`src/rtl/audio_pkg.sv`:
```
// Constants and helpers shared by the EAR decode and speaker/mic encode paths.
package audio_pkg;
    localparam int unsigned AUDIO_DW = 16;
    localparam logic [AUDIO_DW-1:0] VOLUME = 16'h2000;
    localparam int unsigned SEXT_W = 64;

    typedef enum logic [1:0] {
        CAND_HOLD = 2'd0,
        CAND_HIGH = 2'd1,
        CAND_LOW  = 2'd2
    } cand_e;

    // Sign-extend the low w bits of x to SEXT_W bits; callers size-cast the result.
    function automatic logic signed [SEXT_W-1:0] sext(input logic [SEXT_W-1:0] x,
                                                      input int unsigned w);
        logic signed [SEXT_W-1:0] t;
        t = $signed(x << (SEXT_W - w));
        return t >>> (SEXT_W - w);
    endfunction
endpackage

```
`src/rtl/dc_tracker.sv`:
```
// Leaky-integrator DC mean tracker; mean = acc >>> DC_SHIFT, frozen while en=0.
module dc_tracker #(
    parameter int unsigned AUDIO_DW = audio_pkg::AUDIO_DW,
    parameter int unsigned DC_SHIFT = 10
) (
    input  logic                       clk,
    input  logic                       reset,
    input  logic                       en,
    input  logic                       in_valid,
    input  logic signed [AUDIO_DW-1:0] in_data,
    output logic signed [AUDIO_DW-1:0] mean
);
    import audio_pkg::*;

    localparam int unsigned ACC_W = AUDIO_DW + DC_SHIFT;

    logic signed [ACC_W-1:0] acc_q;
    logic signed [ACC_W-1:0] acc_d;
    logic signed [ACC_W-1:0] acc_shr;
    logic signed [ACC_W-1:0] in_ext;

    // Shift kept in its own assignment so it stays arithmetic.
    always_comb begin
        acc_shr = acc_q >>> DC_SHIFT;
        in_ext  = $signed(ACC_W'(sext(SEXT_W'(in_data), AUDIO_DW)));
        acc_d   = acc_q;
        if (in_valid && en) begin
            acc_d = acc_q + in_ext - acc_shr;
        end
    end

    always_ff @(posedge clk or posedge reset) begin
        if (reset) begin
            acc_q <= '0;
        end else begin
            acc_q <= acc_d;
        end
    end

    assign mean = acc_q[ACC_W-1:DC_SHIFT];
endmodule

```
`src/rtl/ear_slicer.sv`:
```
// EAR level recovery: DC removal, hysteresis comparator and run-length glitch filter.
module ear_slicer #(
    parameter int unsigned          AUDIO_DW = audio_pkg::AUDIO_DW,
    parameter int unsigned          DC_SHIFT = 10,
    parameter logic [AUDIO_DW-1:0]  HYST     = 'h0400,
    parameter int unsigned          MIN_RUN  = 2
) (
    input  logic                       clk,
    input  logic                       reset,
    input  logic                       din_valid,
    input  logic signed [AUDIO_DW-1:0] din,
    input  logic                       dc_en,
    output logic                       dout,
    output logic                       dout_edge
);
    import audio_pkg::*;

    localparam int unsigned D_W   = AUDIO_DW + 1;
    localparam int unsigned CNT_W = $clog2(MIN_RUN + 1);
    localparam logic signed [D_W-1:0] HYST_P = $signed({1'b0, HYST});
    localparam logic signed [D_W-1:0] HYST_N = -HYST_P;
    localparam logic [CNT_W:0] MIN_RUN_W = (CNT_W + 1)'(MIN_RUN);

    logic signed [AUDIO_DW-1:0] s1_q, s1_d;
    logic signed [AUDIO_DW-1:0] mean;
    logic                       v1_q, v1_d;
    logic                       v2_q, v2_d;
    logic signed [D_W-1:0]      d2_q, d2_d;
    logic [CNT_W-1:0]           cnt_q, cnt_d;
    logic [CNT_W:0]             cnt_inc;
    logic                       dout_q, dout_d;
    logic                       dout_edge_q, dout_edge_d;
    cand_e                      cand;
    logic                       cand_bit;

    dc_tracker #(
        .AUDIO_DW (AUDIO_DW),
        .DC_SHIFT (DC_SHIFT)
    ) u_dc_tracker (
        .clk      (clk),
        .reset    (reset),
        .en       (dc_en),
        .in_valid (v1_q),
        .in_data  (s1_q),
        .mean     (mean)
    );

    always_comb begin
        s1_d = din_valid ? din : s1_q;
        v1_d = din_valid;

        // Difference is one bit wider than the sample so rail inputs cannot wrap.
        v2_d = v1_q;
        d2_d = d2_q;
        if (v1_q) begin
            d2_d = $signed(D_W'(sext(SEXT_W'(s1_q), AUDIO_DW)))
                 - $signed(D_W'(sext(SEXT_W'(mean), AUDIO_DW)));
        end

        cand = CAND_HOLD;
        if (d2_q > HYST_P) begin
            cand = CAND_HIGH;
        end else if (d2_q < HYST_N) begin
            cand = CAND_LOW;
        end
        case (cand)
            CAND_HIGH: cand_bit = 1'b1;
            CAND_LOW:  cand_bit = 1'b0;
            default:   cand_bit = dout_q;
        endcase

        cnt_inc     = {1'b0, cnt_q} + 1'b1;
        cnt_d       = cnt_q;
        dout_d      = dout_q;
        dout_edge_d = 1'b0;
        if (v2_q) begin
            if (cand_bit == dout_q) begin
                cnt_d = '0;
            end else if (cnt_inc == MIN_RUN_W) begin
                dout_d      = cand_bit;
                dout_edge_d = 1'b1;
                cnt_d       = '0;
            end else begin
                cnt_d = cnt_inc[CNT_W-1:0];
            end
        end
    end

    always_ff @(posedge clk or posedge reset) begin
        if (reset) begin
            s1_q        <= '0;
            v1_q        <= 1'b0;
            v2_q        <= 1'b0;
            d2_q        <= '0;
            cnt_q       <= '0;
            dout_q      <= 1'b0;
            dout_edge_q <= 1'b0;
        end else begin
            s1_q        <= s1_d;
            v1_q        <= v1_d;
            v2_q        <= v2_d;
            d2_q        <= d2_d;
            cnt_q       <= cnt_d;
            dout_q      <= dout_d;
            dout_edge_q <= dout_edge_d;
        end
    end

    assign dout      = dout_q;
    assign dout_edge = dout_edge_q;
endmodule
```
`config.mk`:
```
export PLATFORM = sky130hd
export DESIGN_NAME = ear_slicer
export DESIGN_NICKNAME = d
export VERILOG_FILES = /design/src/rtl/audio_pkg.sv /design/src/rtl/dc_tracker.sv /design/src/rtl/ear_slicer.sv
export SDC_FILE = /design/constraint.sdc
export NUM_CORES = 1
export LEC_CHECK = 0
export BUFFER_PORTS_ARGS = -buffer_cell sky130_fd_sc_hd__buf_4
export CAP_MARGIN = 20
export CORE_MARGIN = 2
export CORE_UTILIZATION = 50
export CTS_BUF_LIST = sky130_fd_sc_hd__clkbuf_4
export CTS_CLUSTER_SIZE = 14
export DETAILED_ROUTE_END_ITERATION = 6
export GPL_TIMING_DRIVEN = 0
export PLACE_DENSITY = 0.67
export SYNTH_ARGS = -nofsm -noshare
export SYNTH_HDL_FRONTEND = slang
export SYNTH_SLANG_ARGS = --single-unit
```
`constraint.sdc`:
```
create_clock -name clk -period 4.7 [get_ports clk]
set_input_delay 0 -clock clk [delete_from_list [all_inputs] [get_ports clk]]
set_output_delay 0 -clock clk [all_outputs]
set_load 0.01 [all_outputs]
```
=== After elaboration in Yosys (flattened, before gate mapping) ===
Cells that the tools add are included.

* Register bits: 65
* Input port bits: 20
* Output and inout port bits: 2

* $add $sub $neg: 4
* $lt $le $gt $ge: 2
* Eq/ne operators: 4
* Muxes and demuxes: 8
* Bitwise logic cells: 1
* Reductions and logical operators: 2

{| class="wikitable"
|+ Operator list
! operator !! number
|-
| adder 26 x 16 -> 26 bit || 1
|-
| subtractor 26 x 16 -> 26 bit || 1
|-
| greater-than comparator 17 x 12 -> 1 bit, second input constant || 1
|-
| less-than comparator 17 x 11 -> 1 bit, second input constant || 1
|-
| subtractor 16 x 16 -> 17 bit || 1
|-
| two-way mux 2 bit || 4
|-
| adder 2 x 1 -> 3 bit, second input constant || 1
|-
| equality test 3 x 2 -> 1 bit, second input constant || 1
|-
| two-way mux 1 bit || 3
|-
| AND reduction 3 bit || 1
|-
| equality test 2 x 1 -> 1 bit, second input constant || 1
|-
| equality test 2 bit, second input constant || 1
|-
| one-hot mux 1 bit (2 select lines) || 1
|-
| equality test 1 bit || 1
|-
| logical AND 1 bit || 1
|-
| inverter 1 bit || 1
|}

=== Longest topological paths before layout ===
* Depth after elaboration: 8
* Depth in mapped cells: 14

=== Modules after synthesis ===
From an unflattened synthesis, not the netlist that was laid out.

* Cells, all modules: 671
* Area total of the unflattened synthesis: 5750.5 um2

{| class="wikitable"
|+ By module, submodules not included
! module !! times used !! cells an instance !! area each (um2) !! sequential area each (um2)
|-
| dc_tracker || 1 || 446 || 3422.0 || 650.6
|-
| ear_slicer || 1 || 225 || 2328.5 || 975.9
|}

=== Least setup slack after synthesis ===
Ideal clock, no wire load.

* Path type: reg2reg
* Start: register s1_q[15]
* End: register u_dc_tracker.acc_q[23]
* Arrival time: 2.903 ns
* Setup slack: 1.707 ns
* Cell stages (with the launch flop): 13
* Path buffers: 1
* Cells stage by stage: dfrtp_1 -> inv_1 -> fa_1 -> inv_1 -> ha_1 -> clkbuf_1 -> nand2_1 -> o21ai_0 -> nor2_1 -> a31oi_1 -> a21oi_1 -> or4_1 -> o2111ai_1

* Word-level cells in the longest chain between the ends: 2

{| class="wikitable"
|+ RTL lines
! element !! RTL line !! source
|-
| start, declared || ear_slicer.sv:24 || <nowiki>logic signed [AUDIO_DW-1:0] s1_q, s1_d;</nowiki>
|-
| start signal, assigned || ear_slicer.sv:91 || <nowiki>s1_q <= '0;</nowiki>
|-
| start signal, assigned || ear_slicer.sv:99 || <nowiki>s1_q <= s1_d;</nowiki>
|-
| adder 26 x 16 -> 26 bit || dc_tracker.sv:28 || <nowiki>acc_d = acc_q + in_ext - acc_shr;</nowiki>
|-
| subtractor 26 x 16 -> 26 bit || dc_tracker.sv:28 ||
|-
| end signal, assigned || dc_tracker.sv:34 || <nowiki>acc_q <= '0;</nowiki>
|-
| end signal, assigned || dc_tracker.sv:36 || <nowiki>acc_q <= acc_d;</nowiki>
|-
| end, declared || dc_tracker.sv:17 || <nowiki>logic signed [ACC_W-1:0] acc_q;</nowiki>
|}

No other way between the ends.
A chain may end at the register's enable or synchronous reset.

=== Final worst setup path ===
* Start: register s1_q[15]
* End: register u_dc_tracker.acc_q[25]

Same word-level chain as after synthesis.

==> summary.md <==
| Metric | Value |
|---|---|
| Result of the run | `finished, final reports clean` |
| Compound-cell area share of the yosys netlist | `0.202` |
| Data required time of the critical path | `between 5000 and 6000 ps` |
| Xor-xnor portion of the synthesized cell area | `0.0418` |
| Worst min path class | `in -> reg` |
| Met1 WL | `between 6 and 7 mm` |
| Worst Clk Skew | `a little over 40 ps` |
| Number of flops mapped to enable cells by yosys | `0` |
| Type of origin of the critical path | `register` |
| Area share of and/or/nand/nor cells after synthesis | `0.138` |
| # rows | `37` |
| Rel. slew slack | `0.452` |
| Number of different library cells in the post-synthesis netlist | `59` |
| Total routed wirelength | `13.4 mm` |
| Combinational family with the most area after synthesis | `compound AO/OA/AOI/OAI gates` |
| Adder-cell share of the synthesized area | `0.200` |
| Total clock sinks | `65` |
| Time the worst path needs with I/O delays and setup | `between 3000 and 4000 ps` |
| Remaining design rule violation count | `0` |
| Post-DR vias/cell | `5.56` |
| Remaining antenna violation count after routing | `0` |
| Share of layout cells above drive strength 1 | `0.0762` |
| Worst-path cell with the longest stage delay | `sky130_fd_sc_hd__fa_1` |
| Total negative setup slack | `0 ps` |
| CTS tree | `done` |
| Maximum count of clock buffers along a single path | `2` |
| Mapped Cells | `614` |
| Net Count, Synth | `between 700 and 800` |
| Slowest Stage Delay on Critical Path | `640 ps` |
| Met2 wire len | `between 6 and 7 mm` |
| Count of endpoints failing hold in the final timing report | `0` |
| Pin count of the biggest net entering global routing | `66` |
| Endpoint type of the worst setup path | `register` |
| Cts bufs inserted | `9` |
| Number of H-tree branching levels | `3` |
| Total via count after detailed routing | `between 4k and 5k` |
| DR top layer | `met4` |
| Average wire per standard cell | `around 17 um` |
| Core Box Area | `just over 10,000 um^2` |
| Data arrival at the endpoint of the critical path | `between 3000 and 4000 ps` |
| Mean area per synthesized cell | `approximately 8.5 um^2` |
| Mux share of post-synthesis cell area | `0.0191` |
| Endpoints failing setup | `0` |
| Post-DP HPWL | `10.3 mm` |
| Global placer's final weighted congestion | `about 0.92` |
| Worst path cell trace | `inv_1, fa_1, inv_1, ha_1, clkbuf_1, nand2_1, o21ai_0, nor2_1, a31oi_1, a41oi_1, xnor2_1, nor2_1, xnor2_1` |
| Global route overflow | `0` |
| DIE WIDTH | `approximately 110 um` |
| Die height | `~110 um` |
| Detailed-routing iteration count for the pre-antenna-repair pass | `6` |
| Number of nets in the layout | `around 750` |
| Antenna violations before repair | `0` |
| Area growth from synthesis to final layout | `12.9%` |
| Share of the clock period used by the worst path after layout | `0.761` |
| Die footprint | `~11,000 um^2` |
| Clock Pin Slew Worst Setup and Hold Paths | `roughly 150 ps` |
| Initial standard-cell utilization of the core | `0.512` |
| Most used flip-flop cell after synthesis | `sky130_fd_sc_hd__dfrtp_1` |
| Total inserted antenna cells | `0` |
| Clk Latency, worst-skew pair | `450 ps` |
| Max-cap check violation count | `0` |
| Count of final max-slew check failures | `0` |
| Flop and latch count out of synthesis | `65` |
| Crit Path Max Fanout | `11` |
| Vias in the first global route | `4,516` |
| Count of routing violations after the opening detailed-route iteration | `about 360` |
| Setup repair after global routing missed its margin | `false` |
| Startpoint-to-endpoint class of the critical path | `reg -> reg` |
| Global-route wire length before repair | `22.4 mm` |
| Cell Area, Synth | `around 5200 um^2` |
| Global router's overall resource usage | `0.254` |
| Sequential element share of the synthesized area | `0.310` |
| Warnings from Yosys | `0` |
| IO Count | `22` |
| Clock root buffer | `sky130_fd_sc_hd__clkbuf_4` |
| Worst R2R Setup Slack | `around 1100 ps` |
| Count of buffers from port buffering | `21` |
| Peak Freq | `~280 MHz` |
| Met3 wire len | `a little under 600 um` |
| Fraction of synthesis flops using an asynchronous set or reset pin | `1.00` |
| Transition at the pin with the smallest max-transition slack | `~800 ps` |
synth_stat cells, drive strengths merged (2+ instances only):
cell	number	area [um^2]
a211oi	6	45.0
o21ai	65	329
dfrtp	65	1630
mux2	8	90.1
nand4	6	37.5
xor2	5	43.8
ha	42	526
nand3b	3	22.5
nand3	10	50.1
a31oi	10	68.8
nor2b	8	50.1
o2111ai	2	17.5
and4	2	17.5
o211ai	5	42.5
a211o	3	26.3
a21boi	2	18.8
xnor2	20	175
nor2	26	97.6
nor4	2	12.5
clkbuf	15	56.3
nand2b	3	18.8
nand4b	2	17.5
fa	26	521
o21bai	2	15.0
o21a	8	60.1
nand2	62	233
or4	2	15.0
and3	4	25.0
a21oi	39	195
o31ai	3	22.5
and2	3	18.8
nor3	10	50.1
o311ai	2	17.5
o22ai	2	12.5
a21o	13	97.6
inv	107	402
or3	4	25.0
placed cells by master (no fill, tap or decap), types with 10 or more instances in the layout:
cell type and n:
sky130_fd_sc_hd__nor3_1 10, sky130_fd_sc_hd__dlygate4sd3_1 18, sky130_fd_sc_hd__a21oi_1 39, sky130_fd_sc_hd__o21ai_0 55, sky130_fd_sc_hd__clkbuf_1 15, sky130_fd_sc_hd__nand3_1 10, sky130_fd_sc_hd__xnor2_1 20, sky130_fd_sc_hd__ha_1 42
sky130_fd_sc_hd__nor2_1 26, sky130_fd_sc_hd__inv_1 106, sky130_fd_sc_hd__dfrtp_1 65, sky130_fd_sc_hd__a21o_1 13, sky130_fd_sc_hd__buf_4 21, sky130_fd_sc_hd__fa_1 26, sky130_fd_sc_hd__nand2_1 62
final cells by class:
cell class                      count  area (um^2)
Tap cell                          136          170
Sequential cell                    65         1630
Clock buffer                        9         67.6
Buffer                             16         60.1
Inverter                          108          408
Fill cell                         931         4310
Multi-Input combinational cell    425         3150
Clock inverter                      7          100
Timing Repair Buffer               39          338
metal layers:
layer	track usage	vias to the layer above
met4	0.0874	0
met1	0.349	2121
met3	0.0307	30
met2	0.415	143
met5	0	-
li1	-	2178
timing repair:
item                                   CTS  global route
endpoints found under the hold margin   82             0
hold buffers                            18             0
gates resized for setup                  0             0
setup buffers                            0             0
per-stage QoR:
step / setup slack, ps / utilization / cells / hold slack [ps] / instance area, um^2
finish: 1120 / 0.579 / 805 / 77.1 / 5920
CTS: 1150 / 0.579 / 805 / 62.7 / 5920
detailed placement: 1170 / 0.545 / 771 / 152 / 5570
floorplan: 1710 / - / 614 / 31.4 / 5240
global route: 840 / 0.579 / 805 / 109 / 5920
global placement: 1280 / 0.544 / 771 / 151 / 5570
critical path: cells and delay by family (launching register included):
kind | cells | cell delay (ps)
fa+ha+maj | 2 | 900
flops | 1 | 380
buf+inv | 3 | 670
compound gates | 3 | 900
xor+xnor | 2 | 350
simple gates | 3 | 260
kinds of logic after synthesis:
| family | Yosys count |
|---|---|
| AOI/OAI and AO/OA | 172 |
| xor gates and xnor gates | 25 |
| buffers and inverters | 124 |
| adders and majority gates | 68 |
| and+or+nand+nor | 151 |
| DFF | 65 |
| muxes | 9 |
path summary, 6_finish.rpt:
path	start	endpoint	depth (start not counted)
max	s1_q[15]	u_dc_tracker.acc_q[25]	13
min	dc_en	u_dc_tracker.acc_q[23]	4
max reg2reg	s1_q[15]	u_dc_tracker.acc_q[25]	13
min reg2reg	u_dc_tracker.acc_q[4]	u_dc_tracker.acc_q[4]	2
max in group asynchronous	reset	u_dc_tracker.acc_q[10]	3
min in group asynchronous	reset	d2_q[2]	3
sequential cells by signal, indices dropped and copies added (netlist names):
signal,count
cnt_q,2
d2_q,17
dout,1
dout_edge,1
s1_q,16
u_dc_tracker.acc_q,26
v1_q,1
v2_q,1
Power is left out: the tool's default activity adds up to more than one toggle a clock period on the data nets, which glitch-free logic cannot reach.
